<file path="src/rtl/rename_recovery_ctrl.sv">
// Rename-state recovery sequencer: after a flush it issues a one-cycle freelist
// rollback, then walks the surviving ROB entries oldest-first, two per cycle.
module rename_recovery_ctrl #(
  parameter int ROB_DEPTH = 64,
  parameter int ROB_IDX_W = 6,
  parameter int PREG_W    = 6
) (
  input  logic                 clock,
  input  logic                 reset_n,
  input  logic                 flush_valid,
  input  logic [ROB_IDX_W:0]   flush_robptr,
  input  logic [ROB_IDX_W:0]   rob_head_ptr,
  output logic [ROB_IDX_W-1:0] rob_rd_idx0,
  output logic [ROB_IDX_W-1:0] rob_rd_idx1,
  input  logic                 rob_rd_has_dest0,
  input  logic                 rob_rd_has_dest1,
  input  logic [PREG_W-1:0]    rob_rd_prd0,
  input  logic [PREG_W-1:0]    rob_rd_prd1,
  output logic                 is_idle,
  output logic                 is_rollingback,
  output logic                 is_walking,
  output logic                 walking_valid0,
  output logic                 walking_valid1,
  output logic [PREG_W-1:0]    walking_old_prd0,
  output logic [PREG_W-1:0]    walking_old_prd1,
  output logic                 recovery_busy,
  output logic                 walk_done
);

  localparam int PTR_W = ROB_IDX_W + 1;

  if (ROB_DEPTH != (1 << ROB_IDX_W)) begin : g_bad_depth
    $error("ROB_DEPTH must equal 2**ROB_IDX_W");
  end

  typedef enum logic [1:0] {
    ST_IDLE     = 2'd0,
    ST_ROLLBACK = 2'd1,
    ST_WALK     = 2'd2
  } state_t;

  state_t           state, state_next;
  logic [PTR_W-1:0] walk_ptr, walk_ptr_next;
  logic [PTR_W-1:0] remaining, remaining_next;
  logic [PTR_W-1:0] step;
  logic             walk_done_next;
  logic             in_range0, in_range1;

  // Pointers carry a wrap bit, so the plain difference is the survivor count,
  // and a full ROB (same index, opposite wrap) yields exactly ROB_DEPTH.
  assign in_range0 = (remaining != '0);
  assign in_range1 = (remaining >= PTR_W'(2));
  assign step      = in_range1 ? PTR_W'(2) : (in_range0 ? PTR_W'(1) : '0);

  // NOTE: state registers use non-blocking assignments so every flop samples
  // pre-edge values; combinational logic below uses blocking assignments.
  always_ff @(posedge clock or negedge reset_n) begin
    if (!reset_n) begin
      state     <= ST_IDLE;
      walk_ptr  <= '0;
      remaining <= '0;
      walk_done <= 1'b0;
    end else begin
      state     <= state_next;
      walk_ptr  <= walk_ptr_next;
      remaining <= remaining_next;
      walk_done <= walk_done_next;
    end
  end

  // NOTE: every signal gets a default before the case so no path leaves it
  // unassigned, which would otherwise infer a latch.
  always_comb begin
    state_next     = state;
    walk_ptr_next  = walk_ptr;
    remaining_next = remaining;
    walk_done_next = 1'b0;
    if (flush_valid) begin
      // A new flush overrides whatever recovery was in flight.
      state_next     = ST_ROLLBACK;
      walk_ptr_next  = rob_head_ptr;
      remaining_next = flush_robptr - rob_head_ptr;
    end else begin
      case (state)
        ST_ROLLBACK: begin
          if (remaining == '0) begin
            state_next     = ST_IDLE;
            walk_done_next = 1'b1;
          end else begin
            state_next = ST_WALK;
          end
        end
        ST_WALK: begin
          walk_ptr_next  = walk_ptr + step;
          remaining_next = remaining - step;
          if (remaining <= PTR_W'(2)) begin
            state_next     = ST_IDLE;
            walk_done_next = 1'b1;
          end
        end
        default: state_next = ST_IDLE;
      endcase
    end
  end

  assign is_idle        = (state == ST_IDLE);
  assign is_rollingback = (state == ST_ROLLBACK);
  assign is_walking     = (state == ST_WALK);
  assign recovery_busy  = !is_idle;

  assign rob_rd_idx0 = walk_ptr[ROB_IDX_W-1:0];
  // Lane 1 reads the next entry, wrapping at ROB_DEPTH; forced to 0 while
  // reset is held so both read addresses come up quiet.
  assign rob_rd_idx1 = reset_n ? (walk_ptr[ROB_IDX_W-1:0] + ROB_IDX_W'(1)) : '0;

  // Entries without a destination still consume a walk slot but restore nothing.
  assign walking_valid0   = is_walking & in_range0 & rob_rd_has_dest0;
  assign walking_valid1   = is_walking & in_range1 & rob_rd_has_dest1;
  assign walking_old_prd0 = walking_valid0 ? rob_rd_prd0 : '0;
  assign walking_old_prd1 = walking_valid1 ? rob_rd_prd1 : '0;

endmodule

</file>
<file path="config.mk">
export PLATFORM = sky130hd
export DESIGN_NAME = rename_recovery_ctrl
export DESIGN_NICKNAME = d
export VERILOG_FILES = /design/src/rtl/rename_recovery_ctrl.sv
export SDC_FILE = /design/constraint.sdc
export NUM_CORES = 1
export LEC_CHECK = 0
export ABC_AREA = 1
export CAP_MARGIN = 25
export CORE_UTILIZATION = 40
export CTS_CLUSTER_SIZE = 14
export DETAILED_ROUTE_END_ITERATION = 16
export PLACE_DENSITY = 0.88
export SYNTH_ARGS = -nofsm -noshare
export SYNTH_HDL_FRONTEND = slang
export SYNTH_SLANG_ARGS = --single-unit
</file>
<file path="constraint.sdc">
create_clock -name clock -period 2.1 [get_ports clock]
set_clock_uncertainty 0.2 [all_clocks]
set_input_delay 0.42 -clock clock [delete_from_list [all_inputs] [get_ports clock]]
set_output_delay 0.42 -clock clock [all_outputs]
set_load 0.03 [all_outputs]
</file>
# Word-level counts from Yosys, hierarchy flattened
# Cells that the tools add are included.
[totals]
reg_bits = 17
output_inout_bits = 31
[op_classes]
add_sub_neg = 4
order_cmp = 2
n_eq_ne = 3
muxes = 17
bitwise = 4
reduce_logical = 5
[ops]
columns = ["cell", "n"]
rows = [
  ["$mux 7", 4],
  ["$mux 6", 3],
  ["$mux 2", 4],
  ["$add 7x2->7", 1],
  ["$ge 7x2->1 const B", 1],
  ["$le 7x2->1 const B", 1],
  ["$logic_not 7->1", 1],
  ["$reduce_bool 7->1", 1],
  ["$sub 7x2->7", 1],
  ["$sub 7x7->7", 1],
  ["$add 6x1->6 const B", 1],
  ["$and 1x1->1", 4],
  ["$mux 1", 4],
  ["$pmux 2 s2", 1],
  ["$ne 3x2->1 const B", 1],
  ["$eq 2x1->1 const B", 1],
  ["$eq 2x2->1 const B", 1],
  ["$logic_not 2->1", 1],
  ["$pmux 1 s2", 1],
  ["$reduce_bool 2->1", 1],
  ["$logic_not 1->1", 1],
]

# Logic depth before layout (Yosys ltp)
[depth]
ltp_word = 6
ltp_mapped = 13

# Worst setup path before layout
# Ideal clock, no wire load.
[synth_timing]
path_type = "reg2out"
start = "register state[0]"
end = "output port walking_old_prd0[0]"
arrival_ns = 1.989
required_ns = 1.480
path_slack_ns = -0.509
stages_incl_launch_ff = 8
n_path_buf = 1
path_cell_list = "dfrtp_1 inv_1 ha_1 buf_4 nand2_1 nor2_2 inv_2 nor2_1"
[synth_between]
elab_chain_cells = 4
[synth_rtl]
columns = ["item", "line_no", "source"]
rows = [
  ["start: declaration", "42", "state_t state, state_next;"],
  ["start signal: assignment", "64", "state <= state_next;"],
  ["$eq 2x2->1", "108", "assign is_walking = (state == ST_WALK);"],
  ["via is_walking", "21", "output logic is_walking,"],
  ["$and 1x1->1 (2 in a row)", "117", "assign walking_valid0 = is_walking & in_range0 & rob_rd_has_dest0;"],
  ["via walking_valid0", "22", "output logic walking_valid0,"],
  ["$mux 6", "119", "assign walking_old_prd0 = walking_valid0 ? rob_rd_prd0 : '0;"],
  ["end: declaration", "24", "output logic [PREG_W-1:0] walking_old_prd0,"],
]
# The timed path passes the listed nets, and every way through them passes these cells.

# Final worst setup path
[layout_timing]
start = "register remaining[5]"
end = "output port walking_old_prd0[5]"
[layout_between]
elab_chain_cells = 4
[layout_rtl]
columns = ["item", "line_no", "source"]
rows = [
  ["start: declaration", "44", "logic [PTR_W-1:0] remaining, remaining_next;"],
  ["start signal: assignment", "66", "remaining <= remaining_next;"],
  ["$reduce_bool 7->1", "51", "assign in_range0 = (remaining != '0);"],
  ["$and 1x1->1 (2 in a row)", "117", ""],
  ["$mux 6", "119", ""],
]
# Every way passes these cells.

==> results.tsv <==
stage	metric	value	unit
placement	post-detail-place hpwl	3660	um
setup_path	max incr delay on CP	0.40	ns
sta	Final Hold Viols	0	
setup_path	WS Path Type	flop to output port	
synthesis	flops & latches, synth	16	
setup_path	crit path cell chain	nor2_4, buf_4, buf_6, nand2_4, nor2_4, nor2_4, clkinv_4, nor2_4, buf_6	
routing	DRT Wirelength	5740	um
placement	area post-placement	2470	um^2
synthesis	Warnings, synthesis	0	
grt	initial antenna violation count	0	
sta	Least-Margin Pin Slew	0.326	ns
sta	shortest period the worst path allows	2.23	ns
die	core area	3800	um^2
worst_hold_path	worst min path class	input pin to asynchronous set/reset pin	
die	Die X	66.0	um
routing	Met3 Wirelength	337	um
die	I/O pins	62	
sta	Peak Freq	448	MHz
setup_path	Worst setup EP type	output port	
setup_path	r2r startpoint	remaining[3]	
cts	maximum root-to-sink buffer count	2	
status	status	complete, but fails checks	
synthesis	Mean Syn Cell Area	6.76	um^2
placement	Port Buffers	61	
sta	Final Setup Violations	15	
sta	part of the cycle the worst path needs	106	%
routing	Iteration-0 DRC Markers	133	
synthesis	Post-Syn Area	1640	um^2
grt	largest net degree at the start of global routing	12	
routing	drt drc	0	
cts	Reg clk slew, reported paths	0.07	ns
synthesis	post-synth net total	290	
routing	Initial DRT Pass Iterations	5	
synthesis	Mapped Cells	242	
cells_and_area	diode count	0	
status	failing checks	setup timing	
cts	clk sinks	16	
die	Std-Cell Rows	22	
cells_and_area	Layout Utilization	73.8	%
sta	RSZ-0062 raised after global routing	yes	
routing	vias per cell	5.19	
pwr	Leakage Power	1.40	nW
setup_path	Reg2Reg Setup Slack	-0.10	ns
setup_path	FF-to-FF End	remaining[6]	
routing	DR WL/cell	14.9	um
die	Initial Utilization	43.1	%
synthesis	Synth area leader	dfrtp_1	
pwr	peak supply drop	0.000302	V
setup_path	arrival time worst endpoint	1.61	ns
pwr	Power Density	492	nW/um^2
sta	Max-slew headroom	78.3	%
setup_path	worst-path maximum fanout	6	
die	Die H	66.0	um
routing	Top Layer Used	met4	
synthesis	sequential element share of the synthesized area	24.5	%
grt	first-pass GRT wire length	7540	um
setup_path	Crit path max-delay family	buffers and inverters	
cells_and_area	Cell Count, Final, Fillers Out	385	
sta	worst setup margin	-0.130	ns
routing	DRT met1 WL	2230	um
cts	Clock Root Buffer	clkbuf_8	
setup_path	crit path buf inv count	4	
routing	remaining antenna violation count	0	
grt	vias in the first global route	1774	
synthesis	library cells used by synthesis	27	
cts	Post-CTS Hold Buffers	0	
placement	GP Congestion	0.879	
grt	GRT overflow	0	
cts	H-tree depth	1	
cts	total CTS buffers	3	
cells_and_area	Finished Cell Area	2810	um^2
grt	gr usage total	22.9	%
synthesis	Synth area leaders	dfrtp_1 24%, nand2_1 13%, inv_1 13%	
setup_path	CP max-delay cell	dfrtp_1	
setup_path	Critical Path RT	1.48	ns
cts	CTS tree	done	
cells_and_area	synth-to-layout area growth	71.4	%
routing	Via Count	2000	
sta	max-slew violation count	0	
die	Die ar.	4350	um^2
setup_path	reg2reg path depth	10	
setup_path	CP Launch Type	flop	
synthesis	post-synth top area share	24.5	%
setup_path	most frequent CP cell	nor2_4	
cells_and_area	nets@finish	386	
placement	# placed instances	367	
flow_run	maxcap violations	0	
cts	worst skew pair latency	0.27	ns
cells_and_area	ratio of cells with drive above 1 in the final layout	32.9	%
routing	routed length on met2	2960	um
## power by group
part           internal [mW]  switching [mW]  total [mW]
registers              0.349          0.0517       0.401
clock network          0.136           0.134       0.270
logic                  0.320           0.390       0.710
## registers in the layout, summed over array words and instances (netlist names)
register / flops
walk_ptr: 6
walk_done: 1
remaining: 7
state: 2
## per-stage QoR
stage	setup TNS (ns)	hold WS (ns)	setup WS, ns	total power [mW]
after floorplan	-0.0138	-0.0756	-0.0118	0.749
after global placement	-0.547	0.280	-0.242	0.970
after detailed placement	-0.803	0.287	-0.337	0.990
after CTS	-0.701	0.210	-0.150	1.26
after global routing	-2.60	0.282	-0.213	1.45
final	-1.18	0.243	-0.130	1.38
## per-layer routing
metal | vias to the layer above | global-route usage, %
met4 | 0 | 12.0
li1 | 952 | -
met5 | - | 0
met2 | 82 | 40.1
met3 | 21 | 3.62
met1 | 945 | 26.8
## layout by cell type (no fill, tap or decap), drive strengths merged, types with 4 or more instances in the layout
cell | netlist | routed
nand4 | 5 | 5
o21ai | 9 | 9
inv | 58 | 57
dfrtp | 16 | 16
buf | 3 | 53
ha | 14 | 14
nand2 | 58 | 58
a21oi | 7 | 7
o221ai | 4 | 4
nor2 | 32 | 32
xor2 | 5 | 5
clkdlybuf4s50 | 0 | 36
dlygate4sd2 | 0 | 5
clkbuf | 0 | 4
nand3 | 20 | 20
## how the worst max path moves through the flow
| stage | startpoint | endpoint | slack (ns) | depth (start not counted) |
|---|---|---|---|---|
| final | remaining[5] | walking_old_prd0[5] | -0.13 | 9 |
| after floorplan | remaining[2] | remaining[6] | -0.01 | 10 |
| after detailed placement | flush_robptr[0] | remaining[4] | -0.34 | 12 |
| after global routing | remaining[5] | walk_ptr[4] | -0.21 | 11 |
| after global placement | flush_robptr[0] | remaining[6] | -0.24 | 12 |
| after CTS | remaining[3] | remaining[6] | -0.15 | 11 |
## final cells by class
type | instances | area [um^2]
fill | 255 | 993
timing repair buffer | 94 | 858
tap | 48 | 60.1
multi-input combinational | 165 | 1210
sequential | 16 | 407
clock buffer | 4 | 45.0
inverter | 58 | 225
## synthesized netlist by cell type (all sizes together)
cell	count
inv	58
nand2	58
nor2	32
nand3	20
dfrtp	16
ha	14
o21ai	9
a21oi	7
nand4	5
xor2	5
o221ai	4
a22oi	3
buf	3
fa	3
nor3	3
o211ai	1
o22ai	1
## repair_timing
item | in CTS | in global routing
setup buffers | 5 | 10
resized for setup | 18 | 42
setup endpoints to repair | 24 | 23
pin swaps | 11 | 13
## kinds of logic after synthesis
family	after synthesis	synth area share, %
simple gates	118	34.6
buf+inv	61	14.4
compound gates	25	9.48
fa+ha+maj	17	14.4
flops	16	24.5
xor+xnor	5	2.68
No activity file was read; power rests on OpenSTA's default activity.
